<file path="src/rtl/pixel_scan_driver_pkg.sv">
// Shared raytracer constants: default resolution, capture latency and the
// scan FSM state type used by pixel_scan_driver.
package pixel_scan_driver_pkg;

    localparam int H_RES_DEFAULT       = 320;
    localparam int V_RES_DEFAULT       = 240;
    localparam int CAPTURE_LAT_DEFAULT = 20;

    localparam int COORD_W = 10;
    localparam int LAT_W   = 8;

    localparam logic [1:0] S_IDLE  = 2'd0;
    localparam logic [1:0] S_ISSUE = 2'd1;
    localparam logic [1:0] S_WAIT  = 2'd2;
    localparam logic [1:0] S_HOLD  = 2'd3;

    typedef enum logic [1:0] {
        ST_IDLE  = S_IDLE,
        ST_ISSUE = S_ISSUE,
        ST_WAIT  = S_WAIT,
        ST_HOLD  = S_HOLD
    } scan_state_e;

endpackage

</file>
<file path="src/rtl/raster_counter.sv">
// Raster-order x/y position for one frame, with the end-of-line and
// last-pixel flags decoded from the current position.
module raster_counter
    import pixel_scan_driver_pkg::*;
#(
    parameter int H_RES = H_RES_DEFAULT,
    parameter int V_RES = V_RES_DEFAULT
) (
    input  logic               clk,
    input  logic               rst_n,
    input  logic               clear,
    input  logic               advance,
    output logic [COORD_W-1:0] x,
    output logic [COORD_W-1:0] y,
    output logic               end_of_line,
    output logic               last_pixel
);

    localparam logic [COORD_W-1:0] X_MAX = COORD_W'(H_RES - 1);
    localparam logic [COORD_W-1:0] Y_MAX = COORD_W'(V_RES - 1);
    localparam logic [COORD_W-1:0] ONE   = COORD_W'(1);

    logic [COORD_W-1:0] x_d, x_q;
    logic [COORD_W-1:0] y_d, y_q;

    always_comb begin
        x_d = x_q;
        y_d = y_q;
        if (clear) begin
            x_d = '0;
            y_d = '0;
        end else if (advance) begin
            if (x_q == X_MAX) begin
                x_d = '0;
                y_d = y_q + ONE;
            end else begin
                x_d = x_q + ONE;
            end
        end
    end

    always_ff @(posedge clk) begin
        if (!rst_n) begin
            x_q <= '0;
            y_q <= '0;
        end else begin
            x_q <= x_d;
            y_q <= y_d;
        end
    end

    assign x           = x_q;
    assign y           = y_q;
    assign end_of_line = (x_q == X_MAX);
    assign last_pixel  = (x_q == X_MAX) && (y_q == Y_MAX);

endmodule

</file>
<file path="src/rtl/pixel_scan_driver.sv">
// Walks a frame in raster order, issuing one raytracer request at a time and
// presenting each captured colour on a valid/ready output port.
module pixel_scan_driver
    import pixel_scan_driver_pkg::*;
#(
    parameter int H_RES       = H_RES_DEFAULT,
    parameter int V_RES       = V_RES_DEFAULT,
    parameter int CAPTURE_LAT = CAPTURE_LAT_DEFAULT
) (
    input  logic               clk,
    input  logic               rst_n,
    input  logic               frame_start,
    output logic [COORD_W-1:0] pixel_x,
    output logic [COORD_W-1:0] pixel_y,
    output logic               pixel_valid,
    input  logic [7:0]         rgb_r,
    input  logic [7:0]         rgb_g,
    input  logic [7:0]         rgb_b,
    output logic [7:0]         out_r,
    output logic [7:0]         out_g,
    output logic [7:0]         out_b,
    output logic               out_valid,
    input  logic               out_ready,
    output logic               out_sof,
    output logic               out_eol,
    output logic               busy,
    output logic               frame_done
);

    localparam logic [LAT_W-1:0] LAT_LAST = LAT_W'(CAPTURE_LAT - 1);
    localparam logic [LAT_W-1:0] LAT_ONE  = LAT_W'(1);

    // out_valid/out_ready: a pixel transfers on any cycle both are high;
    // while out_valid is high and out_ready low, every out_* field holds.
    scan_state_e        state_d, state_q;
    logic [LAT_W-1:0]   lat_d, lat_q;
    logic               out_valid_d, out_valid_q;
    logic [7:0]         out_r_d, out_r_q;
    logic [7:0]         out_g_d, out_g_q;
    logic [7:0]         out_b_d, out_b_q;
    logic               out_sof_d, out_sof_q;
    logic               out_eol_d, out_eol_q;

    logic [COORD_W-1:0] cur_x, cur_y;
    logic               end_of_line, last_pixel;
    logic               accept, handshake, advance;

    assign accept    = (state_q == ST_IDLE) && frame_start;
    assign handshake = (state_q == ST_HOLD) && out_valid_q && out_ready;
    assign advance   = handshake && !last_pixel;

    raster_counter #(
        .H_RES (H_RES),
        .V_RES (V_RES)
    ) u_raster (
        .clk         (clk),
        .rst_n       (rst_n),
        .clear       (accept),
        .advance     (advance),
        .x           (cur_x),
        .y           (cur_y),
        .end_of_line (end_of_line),
        .last_pixel  (last_pixel)
    );

    always_comb begin
        state_d     = state_q;
        lat_d       = lat_q;
        out_valid_d = out_valid_q;
        out_r_d     = out_r_q;
        out_g_d     = out_g_q;
        out_b_d     = out_b_q;
        out_sof_d   = out_sof_q;
        out_eol_d   = out_eol_q;
        case (state_q)
            ST_IDLE: begin
                if (frame_start) state_d = ST_ISSUE;
            end
            ST_ISSUE: begin
                state_d = ST_WAIT;
                lat_d   = '0;
            end
            ST_WAIT: begin
                // The sample cycle lands CAPTURE_LAT cycles after the request.
                if (lat_q == LAT_LAST) begin
                    out_r_d     = rgb_r;
                    out_g_d     = rgb_g;
                    out_b_d     = rgb_b;
                    out_sof_d   = (cur_x == '0) && (cur_y == '0);
                    out_eol_d   = end_of_line;
                    out_valid_d = 1'b1;
                    state_d     = ST_HOLD;
                end else begin
                    lat_d = lat_q + LAT_ONE;
                end
            end
            ST_HOLD: begin
                if (handshake) begin
                    out_valid_d = 1'b0;
                    state_d     = last_pixel ? ST_IDLE : ST_ISSUE;
                end
            end
            default: state_d = ST_IDLE;
        endcase
    end

    always_ff @(posedge clk) begin
        if (!rst_n) begin
            state_q     <= ST_IDLE;
            lat_q       <= '0;
            out_valid_q <= 1'b0;
            out_r_q     <= '0;
            out_g_q     <= '0;
            out_b_q     <= '0;
            out_sof_q   <= 1'b0;
            out_eol_q   <= 1'b0;
        end else begin
            state_q     <= state_d;
            lat_q       <= lat_d;
            out_valid_q <= out_valid_d;
            out_r_q     <= out_r_d;
            out_g_q     <= out_g_d;
            out_b_q     <= out_b_d;
            out_sof_q   <= out_sof_d;
            out_eol_q   <= out_eol_d;
        end
    end

    assign pixel_x     = cur_x;
    assign pixel_y     = cur_y;
    assign pixel_valid = (state_q == ST_ISSUE);
    assign out_valid   = out_valid_q;
    assign out_r       = out_r_q;
    assign out_g       = out_g_q;
    assign out_b       = out_b_q;
    assign out_sof     = out_sof_q;
    assign out_eol     = out_eol_q;
    assign busy        = (state_q != ST_IDLE);
    // The closing handshake cycle is still in HOLD, so a coincident
    // frame_start cannot be taken.
    assign frame_done  = handshake && last_pixel;

endmodule

</file>
<file path="config.mk">
export PLATFORM = sky130hd
export DESIGN_NAME = pixel_scan_driver
export DESIGN_NICKNAME = d
export VERILOG_FILES = /design/src/rtl/pixel_scan_driver_pkg.sv /design/src/rtl/raster_counter.sv /design/src/rtl/pixel_scan_driver.sv
export SDC_FILE = /design/constraint.sdc
export NUM_CORES = 1
export LEC_CHECK = 0
export BUFFER_PORTS_ARGS = -buffer_cell sky130_fd_sc_hd__buf_2
export CAP_MARGIN = 10
export CORE_ASPECT_RATIO = 0.5
export CORE_MARGIN = 2
export CORE_UTILIZATION = 46
export DETAILED_ROUTE_END_ITERATION = 8
export PLACE_DENSITY = 0.76
export SLEW_MARGIN = 10
export SYNTH_ARGS = -nofsm -noshare
export SYNTH_HDL_FRONTEND = slang
export SYNTH_SLANG_ARGS = --single-unit
</file>
<file path="constraint.sdc">
create_clock -name clk -period 2.25 [get_ports clk]
set_clock_uncertainty 0.15 [all_clocks]
set_input_delay 0.45 -clock clk [delete_from_list [all_inputs] [get_ports clk]]
set_output_delay 0.45 -clock clk [all_outputs]
set_load 0.01 [all_outputs]
</file>
### Word-level counts from Yosys, hierarchy flattened

Index checks and enable logic that the tools add are counted.

| cells by class | value |
|---|---|
| bitwise gates (word level) | 1 |
| eq/ne operators | 10 |
| add/subtract/negate cells | 3 |
| reduce and logical (&&, ||, !) cells | 20 |
| multiplexer cells | 11 |

Operators by type and width:

| kind | number |
|---|---|
| 10-bit by 1-bit adder with 10-bit output, second input constant | 2 |
| 10-bit zero test | 2 |
| 8-bit one-hot mux with 2 select lines | 1 |
| 10-bit by 8-bit == test with 1-bit output, second input constant | 1 |
| 10-bit by 9-bit == test with 1-bit output, second input constant | 1 |
| 10-bit two-way mux | 1 |
| 8-bit by 1-bit adder with 8-bit output, second input constant | 1 |
| 8-bit by 5-bit == test with 1-bit output, second input constant | 1 |
| 8-bit two-way mux | 1 |
| 2-bit inequality test, second input constant | 4 |
| 2-bit one-hot mux with 4 select lines | 1 |
| 1-bit logical AND | 7 |
| 2-bit two-way mux | 3 |
| 2-bit AND reduction | 3 |
| 3-bit AND reduction | 2 |
| 2-bit nonzero test | 3 |
| 2-bit == test, second input constant | 2 |
| 1-bit two-way mux | 3 |
| 2-bit by 1-bit == test with 1-bit output, second input constant | 1 |
| 2-bit zero test | 1 |
| 1-bit one-hot mux with 2 select lines | 1 |
| 2-bit OR reduction | 1 |
| 1-bit zero test | 1 |
| 1-bit inverter | 1 |

| word-level totals | value |
|---|---|
| word-level logic and storage cells | 55 |
| input port bits | 28 |
| flip-flop bits (word level) | 57 |

### Logic depth before layout (Yosys ltp)

Gate-level depths: netlist (run 1).

| depth | value |
|---|---|
| word-level depth | 5 |
| mapped depth | 8 |
| depth with buffers taken out | 6 |

### Cells and area by module

Synthesis (run 1) repeated with hierarchy kept, for this count alone.

| unflattened totals | value |
|---|---|
| cell total of the unflattened synthesis | 324 |
| area total of the unflattened synthesis | 2708.8 um2 |

Modules (own cells, without submodules):

| module | area each (um2) | cells each | times used |
|---|---|---|---|
| pixel_scan_driver | 1759.2 | 212 | 1 |
| raster_counter | 949.7 | 112 | 1 |

### Worst setup path after synthesis (run 1)

No wires, ideal clock.

| timing | value |
|---|---|
| kind | reg-to-reg |
| start | reg state_q[0] |
| end | reg u_raster.y_q[7], in the netlist u_raster.y[7] |
| data required time | 2.030 ns |
| clock period less this slack | 2.320 ns |
| setup time | 0.070 ns |
| buffers on the path | 1 |
| slack | -0.070 ns |
| stages on the path, launching flop included | 7 |
| arrival | 2.100 ns |
| cell sequence | dfxtp_1 > ha_1 > nand3_1 > or4_1 > buf_2 > or4_1 > a21oi_1 |

| on the way | value |
|---|---|
| word-level cells in the longest chain between the ends | 5 |
| elaborated cells on any way between the ends | 8 |
| those cells by class | 1 x eq/ne; 7 x reduce/logical |

Ends and longest elaborated chain:

| what | RTL line | RTL |
|---|---|---|
| start: declaration | pixel_scan_driver.sv:35 | `scan_state_e state_d, state_q;` |
| start signal: assignment | pixel_scan_driver.sv:118 | `state_q <= state_d;` |
| 2-bit == test | pixel_scan_driver.sv:49 | `assign handshake = (state_q == ST_HOLD) && out_valid_q && out_ready;` |
| 1-bit logical AND (2 in series) | pixel_scan_driver.sv:49 |  |
| 1-bit logical AND | pixel_scan_driver.sv:50 | `assign advance = handshake && !last_pixel;` |
| 2-bit AND reduction (no line) | -- |  |
| end signal: assignment | raster_counter.sv:48 | `y_q <= y_d;` |
| end: declaration | raster_counter.sv:24 | `logic [COORD_W-1:0] y_d, y_q;` |

Several ways; a longest one is shown, not always the timed one.
A chain may end at the register's enable or synchronous reset.

### Worst setup path after layout (run 1)

| timing | value |
|---|---|
| start | reg u_raster.x_q[7], in the netlist u_raster.x[7] |
| end | out frame_done |

| on the way | value |
|---|---|
| word-level cells in the longest chain between the ends | 3 |

Ends and longest elaborated chain:

| what | RTL line | RTL |
|---|---|---|
| start: declaration | raster_counter.sv:23 | `logic [COORD_W-1:0] x_d, x_q;` |
| start signal: assignment | raster_counter.sv:44 | `x_q <= '0;` |
| start signal: assignment | raster_counter.sv:47 | `x_q <= x_d;` |
| 10-bit by 9-bit == test with 1-bit output | raster_counter.sv:55 | `assign last_pixel = (x_q == X_MAX) && (y_q == Y_MAX);` |
| 1-bit logical AND | raster_counter.sv:55 |  |
| 1-bit logical AND | pixel_scan_driver.sv:141 | `assign frame_done = handshake && last_pixel;` |
| end: declaration | pixel_scan_driver.sv:27 | `output logic frame_done` |

Every way passes these cells.

==> metrics.txt, run 1 <==
FF-to-FF Start u_raster.x[7]; Slew HR a little over three fifths; Pint approximately 2.3 mW; worst vdd ir 565.7 uV; most common library cells after synthesis nand2_1, dfxtp_1, a21oi_1; largest cells by area after synthesis dfxtp_1, nand2_1, a21oi_1; CTS root buf clkbuf_16; Syn. warnings 0; placed insts ~500; CP arrival about 1.7 ns; Switch Pwr a little over 0.7 mW; TritonRoute pass-1 iters 4; gpl congestion 0.8922; Die W 111.6 um; post-route non-filler standard cell count about 520; Crit Reg-Reg Endpoint u_raster.x[3]; core box area about 0.0055 mm2; number of synthesized register bits 57; violated checks negative setup slack; maximum fanout along the worst path 2; worst-skew pair later-pin latency roughly 0.33 ns; Routed WL ~7.6 mm; startpoint types flip-flop; top cell type's share of synthesized area between 40 and 50%; Worst setup EP type output pin; RSZ-0062 raised after global routing true; FP Rows 19; diodes inserted 0; fraction of layout cells with a size suffix above 1 a little over a third; FFs w/ async S/R, synth 0%; Initial Util between 40 and 50%; WL/cell roughly 15 um; H-Tree Level Count 3; min cycle time layout about 2.3 ns; Post-DP HPWL 5.161 mm; worst hold endpoint out_b[0]; Post-Synthesis Cells between 300 and 400; max_cap viols 0; hold buffer count at CTS 0; CTS clk-pin slew, worst paths roughly 0.050 ns; largest net degree at the start of global routing 31; # clock sinks 57; max-slew violations 0; Worst EP required about 1.7 ns; Top Ports 78; GRT Overall Usage between 20% and 30%; area leader, netlist dfxtp_1; Avg Cell Area, Syn between 7 and 8 um2; Final Setup Violations 1; Final ANT Viol Nets 0; initial antenna violation count 0; routed vias between 2000 and 3000; Seq/Total Area, Yosys between 40% and 50%; Register-to-Register Path Depth 7; area growth from synthesis to layout 42.27%; residual overflow from global routing 0; ys flop type dfxtp_1; syn nets 372; hold_sp rgb_b[0]; LEAKAGE 1.660 nW; IO Port Bufs 77; switching share of power about a quarter; worst slew pin tran ~0.56 ns; 1st-iter DRT viols ~160; die footprint around 0.0065 mm2; vias in the first global route 2720; Synth cell types 44; Nets 479; vias per cell 5.617; fmax 0.4417 GHz; fin crit share 100.6%; Final Total Pwr approximately 3.0 mW; Gate power share a little over an eighth; EDFF count, synth 0; worst hold path class input pin to flip-flop; count leader, synth nand2_1; overall die height 57.81 um; PD cells roughly 800 mW/mm2; DRC 0; clock share of power a little over half; Fin. Hold Viols 0; Seq pwr share a little over a third; CTS tree yes; CTS Buf Count 9; Hold Path Cell Cnt 3; status complete, but fails checks; Fillers roughly 450; flop-to-flop setup slack 0.03 ns; critical path type flip-flop to output pin; clk buf depth 2; first-pass GRT wire length between 10 and 15 mm; setup ws final -0.01391 ns; Mapped Area 0.002664 mm2
## metal layers
| layer | wire [um] | GRT usage [%] |
|---|---|---|
| met1 | 3156 | 27.27 |
| met2 | 3903 | 41.82 |
| met3 | 479 | 8.159 |
| met4 | 87 | 10.76 |
| met5 | 0 | 0 |
## logic make-up after synthesis
logic type	synth area share [%]
buffers and inverters	3.992
xor gates and xnor gates	0.9866
and+or+nand+nor	24.94
muxes	2.442
AOI/OAI and AO/OA	20.10
adders and majority gates	4.697
DFF	42.84
## cell usage in the layout, fill, tap and decap left out, types with 3 or more instances in the layout
master     instances
a21oi_1           48
a311oi_1           4
a31oi_1            3
and3_1             7
and4_1             3
buf_2             77
buf_4             35
bufinv_16          3
clkbuf_16          9
dfxtp_1           52
dfxtp_2            4
ha_1               7
inv_1             10
mux2_2             4
nand2_1           68
nand2b_1           3
nand3_1           13
nand4_1            5
nor2_1            17
nor4_1             3
o21ai_0           13
o31ai_1            3
or3_1              3
or4_1              3
## metrics by stage
stage	hold slack (ns)	TNS, ns	worst slack (ns)	cell area (um2)	utilization, %
after floorplan	0.3159	0	0.005977	2683	-
after global placement	0.2888	-0.02321	-0.01694	3329	60.11
after detailed placement	0.2952	-0.1797	-0.06784	3329	60.11
after CTS	0.1983	0	0.0007585	3752	67.74
after global routing	0.2053	-0.09810	-0.09691	3790	68.42
final	0.2081	-0.01391	-0.01391	3790	68.42
## worst max-delay path, stage by stage, from the launching register on
cell and delay [ns]:
dfxtp_2 0.31, or3_4 0.39, buf_6 0.13, nor3_4 0.20
nand2_2 0.09, nor2_2 0.07, buf_2 0.14
## how the worst max path moves through the flow
stage	start	to	slack (ns)	cells after the start
after floorplan	u_raster.x[6]	frame_done	0.006	4
final	u_raster.x[7]	frame_done	-0.01	6
after global routing	u_raster.x[7]	frame_done	-0.1	6
after detailed placement	u_raster.x[6]	u_raster.y[2]	-0.07	5
after global placement	out_ready	u_raster.y[9]	-0.02	5
after CTS	u_raster.x[0]	frame_done	0.0008	7
## sequential cells by signal (all words and copies together) (netlist names)
| signal | count |
|---|---|
| state_q | 2 |
| out_eol | 1 |
| lat_q | 8 |
| u_raster.y | 10 |
| out_valid | 1 |
| out_r | 8 |
| out_sof | 1 |
| out_g | 8 |
| u_raster.x | 10 |
| out_b | 8 |
## area by class of cell
type / count / area, um2 / share of cell area, %
Clock inverter: 5 / 102.6 / 2.707
Multi-Input combinational cell: 249 / 1495 / 39.45
Clock buffer: 11 / 242.7 / 6.405
Inverter: 10 / 37.54 / 0.9904
Timing Repair Buffer: 114 / 670.6 / 17.70
Tap cell: 73 / 91.34 / 2.410
Sequential cell: 57 / 1150 / 30.34
## timing repair
| item | 4_1_cts | 5_1_grt |
|---|---|---|
| setup buffers | 3 | 2 |
| gates resized for setup | 17 | 7 |
| setup endpoints to repair | 5 | 3 |
| pin swaps | 3 | 5 |
| cloned | 0 | 0 |
## power groups by stage
| stage | Combinational (mW) | Sequential [mW] | Clock (mW) |
|---|---|---|---|
| after floorplan | 0.232 | 1.08 | 0 |
| after global placement | 0.376 | 1.07 | 0 |
| after detailed placement | 0.390 | 1.07 | 0 |
| after CTS | 0.395 | 1.05 | 1.59 |
| after global routing | 0.451 | 1.05 | 1.64 |
| final | 0.399 | 1.05 | 1.58 |
Power figures use the tool's default switching activity.
==> run 2: changes to the inputs <==
--- a/config.mk
+++ b/config.mk
@@ -7,12 +7,15 @@
 export LEC_CHECK = 0
 export BUFFER_PORTS_ARGS = -buffer_cell sky130_fd_sc_hd__buf_2
 export CAP_MARGIN = 10
+export CELL_PAD_IN_SITES_DETAIL_PLACEMENT = 2
+export CELL_PAD_IN_SITES_GLOBAL_PLACEMENT = 2
 export CORE_ASPECT_RATIO = 0.5
 export CORE_MARGIN = 2
-export CORE_UTILIZATION = 46
+export CORE_UTILIZATION = 27
 export DETAILED_ROUTE_END_ITERATION = 8
-export PLACE_DENSITY = 0.76
+export PLACE_DENSITY = 0.77
 export SLEW_MARGIN = 10
 export SYNTH_ARGS = -nofsm -noshare
 export SYNTH_HDL_FRONTEND = slang
+export SYNTH_HIERARCHICAL = 1
 export SYNTH_SLANG_ARGS = --single-unit
==> run 2 against run 1 <==
  * The run still ends with negative setup slack left
  * Synthesized cell count down 3.0%
  * Final cell count is 11% higher
  * Combinational power is 12% lower
  * Utilization is 27 points lower
  * Global-route usage fell by 5.6 points
  * Critical path depth up 3
  * Sequential share of layout area fell by 1.4 points
  * Critical endpoint unchanged
  * Largest cell class unchanged
  * Largest power group unchanged
==> metrics.txt, run 2 <==
Worst EP required between 1.5 and 2 ns; Worst setup EP type output pin; Final Setup Violations 16; CTS root buf clkbuf_16; worst-skew pair later-pin latency 0.33 ns; vias per cell 4.870; count leader, synth nand2_1; Fin. Hold Viols 0; worst vdd ir roughly 380 uV; overall die height roughly 75 um; metal1 wirelength 4.479 mm; residual overflow from global routing 0; maximum fanout along the worst path 2; Top Ports 78; most frequent cells in the layout buf_2, nand2_1, dfxtp_1; worst hold path class input pin to flip-flop; pre-CTS setup slack -0.05129 ns; IO Port Bufs 77; GRT Overall Usage ~18%; vias in the first global route ~3000; top cell type's share of synthesized area 42.12%; first-pass GRT wire length between 15 and 20 mm; fraction of layout cells with a size suffix above 1 between 30% and 40%; highest metal used met4; fin crit share 113.4%; largest net degree at the start of global routing about 40; diodes inserted 0; CTS tree yes; Synth cell types between 40 and 50; FF/Latch Area about 0.0012 mm2; RSZ-0062 raised after global routing true; area taken by multi-input logic gates about 0.0016 mm2; FP Rows 25; Seq/Total Area, Yosys a little over two fifths; ys flop type dfxtp_1; Routed met2 length 5.775 mm; die footprint ~0.011 mm2; Final ANT Viol Nets 0; setup ws final -0.3022 ns; core box area 0.009603 mm2; violated checks negative setup slack; TritonRoute pass-1 iters 5; worst slew pin tran about 0.47 ns; initial antenna violation count 0; CTS Buf Count 9; max-slew violations 0; CP arrival 1.95 ns; hold buffer count at CTS 0; # clock sinks 57; gpl congestion 0.8309; Post-DP HPWL roughly 6.9 mm; fmax a little under 0.4 GHz; DRC 0; Post-Synthesis Cells approximately 320; FFs w/ async S/R, synth 0%; Routed WL 10.74 mm; Initial Util around 28%; area growth from synthesis to layout 48.04%; status complete, but fails checks; Mapped Area around 0.0027 mm2; syn nets 360; met3 WL roughly 310 um; commonest non-fill, non-tap cell in the layout buf_2; largest cells by area after synthesis dfxtp_1, nand2_1, a21boi_1; Avg Cell Area, Syn 8.361 um2; Fillers approximately 1100; clk buf depth 2; CTS clk-pin slew, worst paths 0.05 ns; max_cap viols 0; EDFF count, synth 0; H-Tree Level Count 3; Syn. warnings 6; routed vias 2815; Nets ~470; Slew HR between 60% and 70%; WL/cell between 15 and 20 um; most common library cells after synthesis nand2_1, dfxtp_1, nor2_1; Final Total Pwr 2.956 mW; LEAKAGE around 1.7 nW; startpoint types flip-flop; 1st-iter DRT viols just over 100; min cycle time layout between 2 and 3 ns; critical path type flip-flop to output pin; area leader, netlist dfxtp_1; PD cells about 740 mW/mm2; Die W 145.7 um; number of synthesized register bits 57
## run 2: cell count changes after synthesis, sizes merged, moves of 5 or more
cell and change:
or3 +5, xnor2 +5, o21ai +5, buf +6, a21oi -39, clkbuf -10, a21boi +28
## run 2: per-stage QoR
stage	std cells	hold WS (ns)	utilization [%]	instance area, um2	setup TNS, ns
2_1_floorplan	324	0.3144	-	2774	-0.5135
3_3_place_gp	550	0.2885	35.91	3448	0
3_5_place_dp	550	0.2996	35.91	3448	-0.1913
4_1_cts	570	0.1995	40.04	3845	-0.3677
5_1_grt	578	0.2058	41.76	4010	-2.523
6_report	578	0.2074	41.76	4010	-1.372
## run 2: worst max-delay path, cell delays in order, from the launching register on
cell and delay (ns):
dfxtp_4 0.36, ha_4 0.13, and2_4 0.15, nand3_2 0.09, or3_4 0.35, nor3_4 0.16
buf_6 0.13, inv_4 0.03, nor2_1 0.08, buf_2 0.14
## run 2: final cells by class
| cell class | instances | share of cell area, % |
|---|---|---|
| Clock inverter | 4 | 1.778 |
| Inverter | 10 | 0.9984 |
| Timing Repair Buffer | 117 | 17.97 |
| Sequential cell | 57 | 28.89 |
| Multi-Input combinational cell | 243 | 39.47 |
| Tap cell | 135 | 4.212 |
| Clock buffer | 12 | 6.677 |
## run 2: final timing paths
path	cells after the start	slack, ns	to	start
worst max register to register	10	-0.18	u_raster/y[4]	u_raster/x[0]
worst min-delay path	3	0.21	out_r[5]	rgb_r[5]
worst max-delay path	9	-0.30	frame_done	u_raster/y[0]
worst min register to register	2	0.30	out_b[6]	out_b[6]
## run 2: report_power, final
group | internal [mW] | leakage, nW | total, mW | switching, mW
sequential | 1.03 | 0.464 | 1.05 | 0.0229
combinational | 0.138 | 1.04 | 0.353 | 0.214
clock | 1.07 | 0.168 | 1.56 | 0.491
total | 2.23 | 1.67 | 2.96 | 0.728
## run 2: cells by family (layout without fill, tap and decap cells)
family | count (synthesis) | after routing | share of synthesized area (%)
buffers and inverters | 24 | 143 | 4.896
AO/OA/AOI/OAI | 68 | 68 | 16.40
AND/OR/NAND/NOR | 154 | 154 | 28.59
XOR/XNOR | 11 | 11 | 3.556
flip-flops | 57 | 57 | 42.12
adder cells (fa/ha/maj) | 8 | 8 | 3.695
multiplexers | 2 | 2 | 0.7391
## run 2: timing repair
item                       in CTS  in global routing
setup endpoints to repair      13                 33
buffers inserted                4                  8
resized for setup               9                 22
pin swaps                       9                 24
## run 2: per-layer routing
layer | track usage (%) | vias to the layer above
met5 | 0 | -
met1 | 19.39 | 1401
met2 | 36.44 | 50
li1 | - | 1345
met3 | 4.485 | 19
met4 | 7.516 | 0
